--- src/rtl/tiger_debug_tx.sv ---
`timescale 1ns/1ps
// tiger_debug_tx: processor-to-host debug message queue drained through a serial capture/shift frame port.
// Latency: pushed word is capturable next cycle; readdata valid 1 cycle after read; irq 1 cycle after drain.
// Backpressure: none; DATA writes to a full queue are dropped and flagged in sticky overflow.
module tiger_debug_tx #(
   parameter int DEPTH = 4,
   parameter int WIDTH = 32
) (
   input  logic             clk,
   input  logic             reset_n,
   input  logic [1:0]       avs_debugTx_address,
   input  logic             avs_debugTx_write,
   input  logic [WIDTH-1:0] avs_debugTx_writedata,
   input  logic             avs_debugTx_read,
   output logic [WIDTH-1:0] avs_debugTx_readdata,
   output logic             avs_debugTx_irq,
   input  logic             host_capture,
   input  logic             host_shift,
   output logic             host_tdo
);
   localparam int PW = (DEPTH > 1) ? $clog2(DEPTH) : 1;
   localparam int CW = $clog2(DEPTH + 1);
   localparam logic [CW-1:0] FULL_CNT = CW'(DEPTH);

   logic [WIDTH-1:0] mem [DEPTH];
   logic [PW-1:0]    wrPtr;
   logic [PW-1:0]    rdPtr;
   logic [CW-1:0]    count;
   logic             overflow;
   logic             irqEn;
   logic [WIDTH:0]   shiftReg;

   logic             dataWr;
   logic             ctrlWr;
   logic             isFull;
   logic             isEmpty;
   logic             doPop;
   logic             doPush;
   logic             dropWr;
   logic             irqSet;
   logic             irqClr;
   logic [WIDTH-1:0] statusWord;
   logic [WIDTH-1:0] rdMux;

   // Decode strobes; a pop in the same cycle frees the slot a full-queue push needs.
   always_comb begin
      dataWr  = avs_debugTx_write && (avs_debugTx_address == 2'd0);
      ctrlWr  = avs_debugTx_write && (avs_debugTx_address == 2'd2);
      isFull  = (count == FULL_CNT);
      isEmpty = (count == '0);
      doPop   = host_capture && !isEmpty;
      doPush  = dataWr && (!isFull || doPop);
      dropWr  = dataWr && isFull && !doPop;
      irqSet  = doPop && !doPush && (count == CW'(1)) && irqEn;
      irqClr  = dataWr || (ctrlWr && !avs_debugTx_writedata[0]);
   end

   // Register read mux: STATUS and CTRL fields, everything else reads zero.
   always_comb begin
      statusWord            = '0;
      statusWord[0]         = isFull;
      statusWord[1]         = isEmpty;
      statusWord[2]         = overflow;
      statusWord[3 +: CW]   = count;
      rdMux                 = '0;
      case (avs_debugTx_address)
         2'd1:    rdMux    = statusWord;
         2'd2:    rdMux[0] = irqEn;
         default: rdMux    = '0;
      endcase
   end

   // Queue storage; contents are don't-care after reset so no reset branch.
   always_ff @(posedge clk) begin
      if (doPush) mem[wrPtr] <= avs_debugTx_writedata;
   end

   // Queue pointers, occupancy and sticky overflow.
   always_ff @(posedge clk or negedge reset_n) begin
      if (!reset_n) begin
         wrPtr    <= '0;
         rdPtr    <= '0;
         count    <= '0;
         overflow <= 1'b0;
      end else begin
         if (doPush) wrPtr <= wrPtr + PW'(1);
         if (doPop)  rdPtr <= rdPtr + PW'(1);
         case ({doPush, doPop})
            2'b10:   count <= count + CW'(1);
            2'b01:   count <= count - CW'(1);
            default: count <= count;
         endcase
         if (dropWr)
            overflow <= 1'b1;
         else if (ctrlWr && avs_debugTx_writedata[1])
            overflow <= 1'b0;
      end
   end

   // Host-facing registers: irq enable, drain interrupt (set beats clear), read data.
   always_ff @(posedge clk or negedge reset_n) begin
      if (!reset_n) begin
         irqEn                <= 1'b0;
         avs_debugTx_irq      <= 1'b0;
         avs_debugTx_readdata <= '0;
      end else begin
         if (ctrlWr) irqEn <= avs_debugTx_writedata[0];
         if (irqSet)
            avs_debugTx_irq <= 1'b1;
         else if (irqClr)
            avs_debugTx_irq <= 1'b0;
         if (avs_debugTx_read) avs_debugTx_readdata <= rdMux;
      end
   end

   // Frame shift register: capture loads {head, valid} or zeros, capture beats shift.
   always_ff @(posedge clk or negedge reset_n) begin
      if (!reset_n) begin
         shiftReg <= '0;
      end else if (host_capture) begin
         shiftReg <= doPop ? {mem[rdPtr], 1'b1} : '0;
      end else if (host_shift) begin
         shiftReg <= shiftReg >> 1;
      end
   end

   assign host_tdo = shiftReg[0];

endmodule

--- config.mk ---
export PLATFORM = sky130hd
export DESIGN_NAME = tiger_debug_tx
export DESIGN_NICKNAME = d
export VERILOG_FILES = /design/src/rtl/tiger_debug_tx.sv
export SDC_FILE = /design/constraint.sdc
export NUM_CORES = 1
export LEC_CHECK = 0
export ABC_CLOCK_PERIOD_IN_PS = 2400
export BUFFER_PORTS_ARGS = -buffer_cell sky130_fd_sc_hd__buf_2
export CORE_MARGIN = 8
export CORE_UTILIZATION = 40
export CTS_CLUSTER_SIZE = 20
export DETAILED_ROUTE_END_ITERATION = 10
export SYNTH_ARGS = -nofsm -noshare
export SYNTH_HDL_FRONTEND = slang
export SYNTH_SLANG_ARGS = --single-unit
--- constraint.sdc ---
create_clock -name clk -period 2.4 [get_ports clk]
set_input_delay 0.12 -clock clk [delete_from_list [all_inputs] [get_ports clk]]
set_output_delay 0.12 -clock clk [all_outputs]
set_load 0.02 [all_outputs]
After elaboration in Yosys (flattened, before gate mapping)

Memory sizes are Yosys's and may differ from the RTL's.
Index checks and enable logic that the tools add are counted.

Shifts and indexed selects: 0
Multipliers: 0
$lt $le $gt $ge: 0
Reduce and logical (&&, ||, !) cells: 24
Bitwise gates (word level): 0
$add $sub $neg: 4
Muxes and demuxes: 12
Divide/modulo/power cells: 0
Eq/ne operators: 6

Operators by type and width:

| operator                                                               | count |
|---|---|
| 33-bit two-way mux                                                     | 3 |
| 1-bit logical AND                                                      | 11 |
| 2-bit nonzero test                                                     | 4 |
| 1-bit two-way mux                                                      | 6 |
| 3-bit one-hot mux with 2 select lines                                  | 1 |
| 1-bit logical NOT                                                      | 5 |
| 5-bit two-way mux                                                      | 1 |
| 2-bit by 1-bit adder with 2-bit output (second input constant)         | 2 |
| 2-bit by 1-bit equality test with 1-bit output (second input constant) | 2 |
| 2-bit equality test (second input constant)                            | 2 |
| 3-bit by 1-bit adder with 3-bit output (second input constant)         | 1 |
| 3-bit by 1-bit equality test with 1-bit output (second input constant) | 1 |
| 3-bit equality test (second input constant)                            | 1 |
| 3-bit logical NOT                                                      | 1 |
| 3-bit by 1-bit subtractor with 3-bit output (second input constant)    | 1 |
| 2-bit logical NOT                                                      | 1 |
| 1-bit logical OR                                                       | 2 |
| 1-bit one-hot mux with 2 select lines                                  | 1 |

RAM bits: 128
Memories kept: 1
Bits of input ports: 40
Output and inout bits: 34
Logic and storage cells: 55
Latch bits: 0
Memory bits (read-only): 0
Flip-flop bits (word level): 75

Memories:

| name | words | bits a word | rd ports | clocked after memory_dff | write ports | RTL line | RTL |
|---|---|---|---|---|---|---|---|
| mem  | 4     | 32          | 1        | 0                        | 1           | 25       | `logic [WIDTH-1:0] mem [DEPTH];` |

Logic depth before layout (Yosys ltp)

Depth in word-level cells: 10
Gate-level depth with buffers: 8

Least setup slack after synthesis

No wires, ideal clock.

Path kind: reg-to-reg
From: register count[1]
To: memory mem[2][0], enable pin
Slack: 0.066 ns
Stages on the path, launching flop included: 7
Buffers on the path: 0
Setup time: 0.392 ns
Clock period less this slack: 2.334 ns
Arrival: 1.942 ns
Cells stage by stage: dfrtp_1 -> inv_1 -> ha_1 -> nand2_1 -> nor2_1 -> nor2_1 -> and2_1

Word-level cells in the longest chain between the ends: 7

Ends and longest elaborated chain:

| item                                        | RTL line | RTL |
|---|---|---|
| from (decl)                                 | 28       | `logic [CW-1:0] count;` |
| from (signal assigned)                      | 89       | `2'b10: count <= count + CW'(1);` |
| from (signal assigned)                      | 90       | `2'b01: count <= count - CW'(1);` |
| from (signal assigned)                      | 91       | `default: count <= count;` |
| 3-bit logical NOT                           | 50       | `isEmpty = (count == '0);` |
| 1-bit logical NOT                           | 51       | `doPop = host_capture && !isEmpty;` |
| 1-bit logical AND                           | 51       |  |
| 1-bit logical OR (*)                        | 52       | `doPush = dataWr && (!isFull \|\| doPop);` |
| 1-bit logical AND (*)                       | 52       |  |
| 1-bit two-way mux (*)                       | 75       | `if (doPush) mem[wrPtr] <= avs_debugTx_writedata;` |
| 1-bit two-way mux (not written as such) (*) | 75       |  |
| to (decl)                                   | 25       |  |

Mark *: on every way between the ends. The rest lies on a longest branch, timed or not.

Worst setup path in the final report

From: register count[1]
To: memory mem[3][12], enable pin

The elaborated chain is that of the path after synthesis.

==> impl_metrics.yaml <==
finish:
  drive_gt1_share_pct: 22.1
  multiInputGateArea_um2: 1810
  fillers: 1504
  syn2layout_area_growth_pct: 19.7
  stdcell_area_um2: 8720
  nNetsFinal: 612
  fin_cells: 803
  regArea_um2: 5070
  fin_util_pct: 48.7
  diodes: 0
clocking:
  clk_latency_ps: 420
  cts-resized-gates: 0
  tritoncts: "done"
  post_cts_buffers: 0
  clockBufferDepth: 2
  clk_pin_slew_ps: 70
  cts_hold_buf: 33
  numCtsBuffers: 17
  cts.sinks: 177
  cts_root_buf: "clkbuf_16"
  cts_max_level: 4
sta:
  rsz0062_at_grt: "no"
  finalCritPeriodShare_pct: 93.5
  finalHoldViolCount: 0
  setup_viol: 0
  setup_tns_ps: 0
  slew_headroom_pct: 44.6
  fin_skew_ps: 8.48
  fin_crit_ps: 2240
  worst_pin_slew_ps: 831
  slew_viol_final: 0
  max_freq_mhz: 446
pwr:
  p_switching_w: 0.00247
  p_leak_nw: 3.33
  clock_power_share_pct: 31.6
  vdd_drop_max_mv: 0.621
  switching_share_pct: 28.1
  powerDensity_nw_per_um2: 1010
  seq_power_share_pct: 44.6
  combPwrFrac_pct: 23.9
  internal_power_w: 0.00631
setup_path:
  critPathMaxStageDelay_ps: 440
  path_delay_family: "simple AND/OR/NAND/NOR gates"
  critPathKind: "reg -> reg"
  crit_required_ps: 2520
  cp-start-kind: "flop"
  crit_fanout: 26
  crit_arrival_ps: 2360
  path_buf_inv: 2
  path_common_cell: "nor2_1"
  cp.depth: 7
  crit_chain: "inv_1, ha_1, nand2_1, nor2_1, nor2_1, and2_1, buf_12"
  reg2reg_depth: 7
  rrSetupSlack_ps: 160
  worstReg2RegEnd: "mem[3][12]"
  cpMaxStageDelayCell: "dfrtp_1"
  cp-end-kind: "flop"
  critical_path.reg2reg.startpoint: "count[1]"
yosys:
  synth_edf_count: 128
  ys_warn_count: 0
  synth-seq-cells: 177
  netlist_area_um2: 7290
  seq_area_frac_synth_pct: 69.6
  netlist_instances: 471
  syn_area_per_cell_um2: 15.5
  synth_cell_types: 32
  synth_flop_cell: "edfxtp_1"
  synthArstFlopShare_pct: 27.7
hold_path:
  hold_class: "in -> reg"
  hold_start: "avs_debugTx_read"
  hold_depth: 2
  whs_endpoint: "avs_debugTx_readdata[5]"
placed_design:
  place.gp.congestion: 0.744
  placed_cells: 738
  io_buffers: 47
  hpwl_um: 8780
  placed_cell_area_um2: 7790
floorplanning:
  io_pins: 74
  placeableCoreArea_um2: 17900
  die_area_um2: 22800
  die_y_um: 151
  chipWidth_um: 151
  rows: 49
  start_util_pct: 40.7
flow_run:
  maxCapViolations: 0
global_routing:
  gr-usage-all-layers_pct: 12.8
  antenna_found_initial: 0
  grt_overflow: 0
  grt_max_degree: 35
  grt_pass1_vias: 4291
  grt_pass1_wl_um: 22300
routing:
  first_iter_violations: 315
  viasPerCell: 4.99
  postRouteAntennaNets: 0
  wl_per_cell_um: 17.4
  vias: 4005
  drc: 0
  dr.pass1.iters: 5
  drt_wl_total_um: 14000
run_status:
  status: "finished clean"
[layer usage]
metal	GRT usage, %	vias to the layer above	wire length (um)
met5	0	-	0
met4	5.34	0	163
met3	2.75	13	852
met2	21.5	122	6810
met1	15.9	2000	6170
li1	-	1870	-
[worst register-to-register path, delay by kind of cell (launching register included)]
family	cells	cell delay (ps)
buffers and inverters	2	360
flip-flops	1	440
AND/OR/NAND/NOR	4	840
adder cells (fa/ha/maj)	1	290
[cell families after synthesis]
| group | synth area share, % |
|---|---|
| flops | 69.6 |
| compound gates | 8.03 |
| buf+inv | 6.88 |
| simple gates | 2.51 |
| mux | 10.6 |
| fa+ha+maj | 1.89 |
| xor+xnor | 0.481 |
| other cells | 0.0515 |
[per-stage QoR]
stage / setup WS [ps] / total power (W) / hold slack [ps]
detailed placement: 179 / 0.00605 / 264
finish: 155 / 0.00878 / 24.8
global placement: 328 / 0.00597 / 253
global route: 18.3 / 0.00921 / 43.5
floorplan: 66.2 / 0.00550 / -176
CTS: 162 / 0.00887 / 16.1
[sequential cells by signal, indices dropped and copies added, names as in the netlist]
name / cells
overflow: 1
wrPtr: 2
avs_debugTx_readdata: 6
avs_debugTx_irq: 1
count: 3
rdPtr: 2
mem: 128
shiftReg: 33
irqEn: 1
[power groups by stage]
stage | Combinational (W) | Clock, W | Sequential [W]
after floorplan | 0.00160 | 0 | 0.00390
after global placement | 0.00201 | 0 | 0.00396
after detailed placement | 0.00207 | 0 | 0.00398
after CTS | 0.00213 | 0.00282 | 0.00392
after global routing | 0.00230 | 0.00295 | 0.00395
final | 0.00210 | 0.00277 | 0.00391
[worst max-delay path by stage]
stage            endpoint     start  slack (ps)
2_1_floorplan   mem[2][0]  count[1]          70
4_1_cts        mem[3][24]  count[1]         160
3_3_place_gp   mem[1][15]  count[0]         330
5_1_grt         mem[3][0]  count[1]          20
6_report       mem[3][12]  count[1]         160
3_5_place_dp    mem[3][6]  count[1]         180
[layout by cell type, fill, tap and decap left out, drive strengths merged]
cell | netlist | layout
clkinv | 0 | 4
dlygate4sd3 | 0 | 33
a21oi | 94 | 94
a31oi | 1 | 1
inv | 44 | 49
dfrtp | 49 | 49
xnor2 | 4 | 4
clkbuf | 11 | 20
buf | 39 | 63
bufinv | 0 | 2
nand4b | 1 | 1
nand2 | 9 | 9
or2 | 2 | 2
a32oi | 1 | 1
mux4 | 32 | 32
edfxtp | 128 | 128
o31ai | 1 | 1
ha | 11 | 11
nor2b | 2 | 2
o221ai | 1 | 1
clkinvlp | 0 | 1
o22ai | 3 | 3
and2 | 5 | 5
nor2 | 6 | 6
nor3b | 1 | 1
mux2 | 2 | 2
conb | 1 | 26
a21boi | 2 | 2
nand3b | 1 | 1
mux2i | 1 | 1
nand2b | 1 | 1
o21ai | 10 | 10
nand3 | 8 | 8
[final cells by class]
| cell class | count | area share, % |
|---|---|---|
| repair buffers | 96 | 9.01 |
| well taps | 229 | 3.28 |
| flip-flops and latches | 177 | 58.1 |
| inverters | 44 | 1.89 |
| clock buffers | 20 | 5.24 |
| multi-input cells | 225 | 20.8 |
| clock inverters | 12 | 1.66 |
[cell usage after synthesis, types with 5 or more instances]
cell type / number / area share, %
buf_2: 5 / 0.34
buf_4: 30 / 3.1
inv_1: 44 / 2.3
ha_1: 11 / 1.9
mux4_1: 5 / 1.8
a21oi_1: 94 / 6.5
dfrtp_1: 49 / 17
mux4_2: 27 / 8.3
edfxtp_1: 128 / 53
clkbuf_1: 11 / 0.57
o21ai_0: 10 / 0.69
nand2_1: 9 / 0.46
nand3_1: 8 / 0.55
nor2_1: 6 / 0.31
and2_1: 5 / 0.43
(Power assumes the default switching activity.)
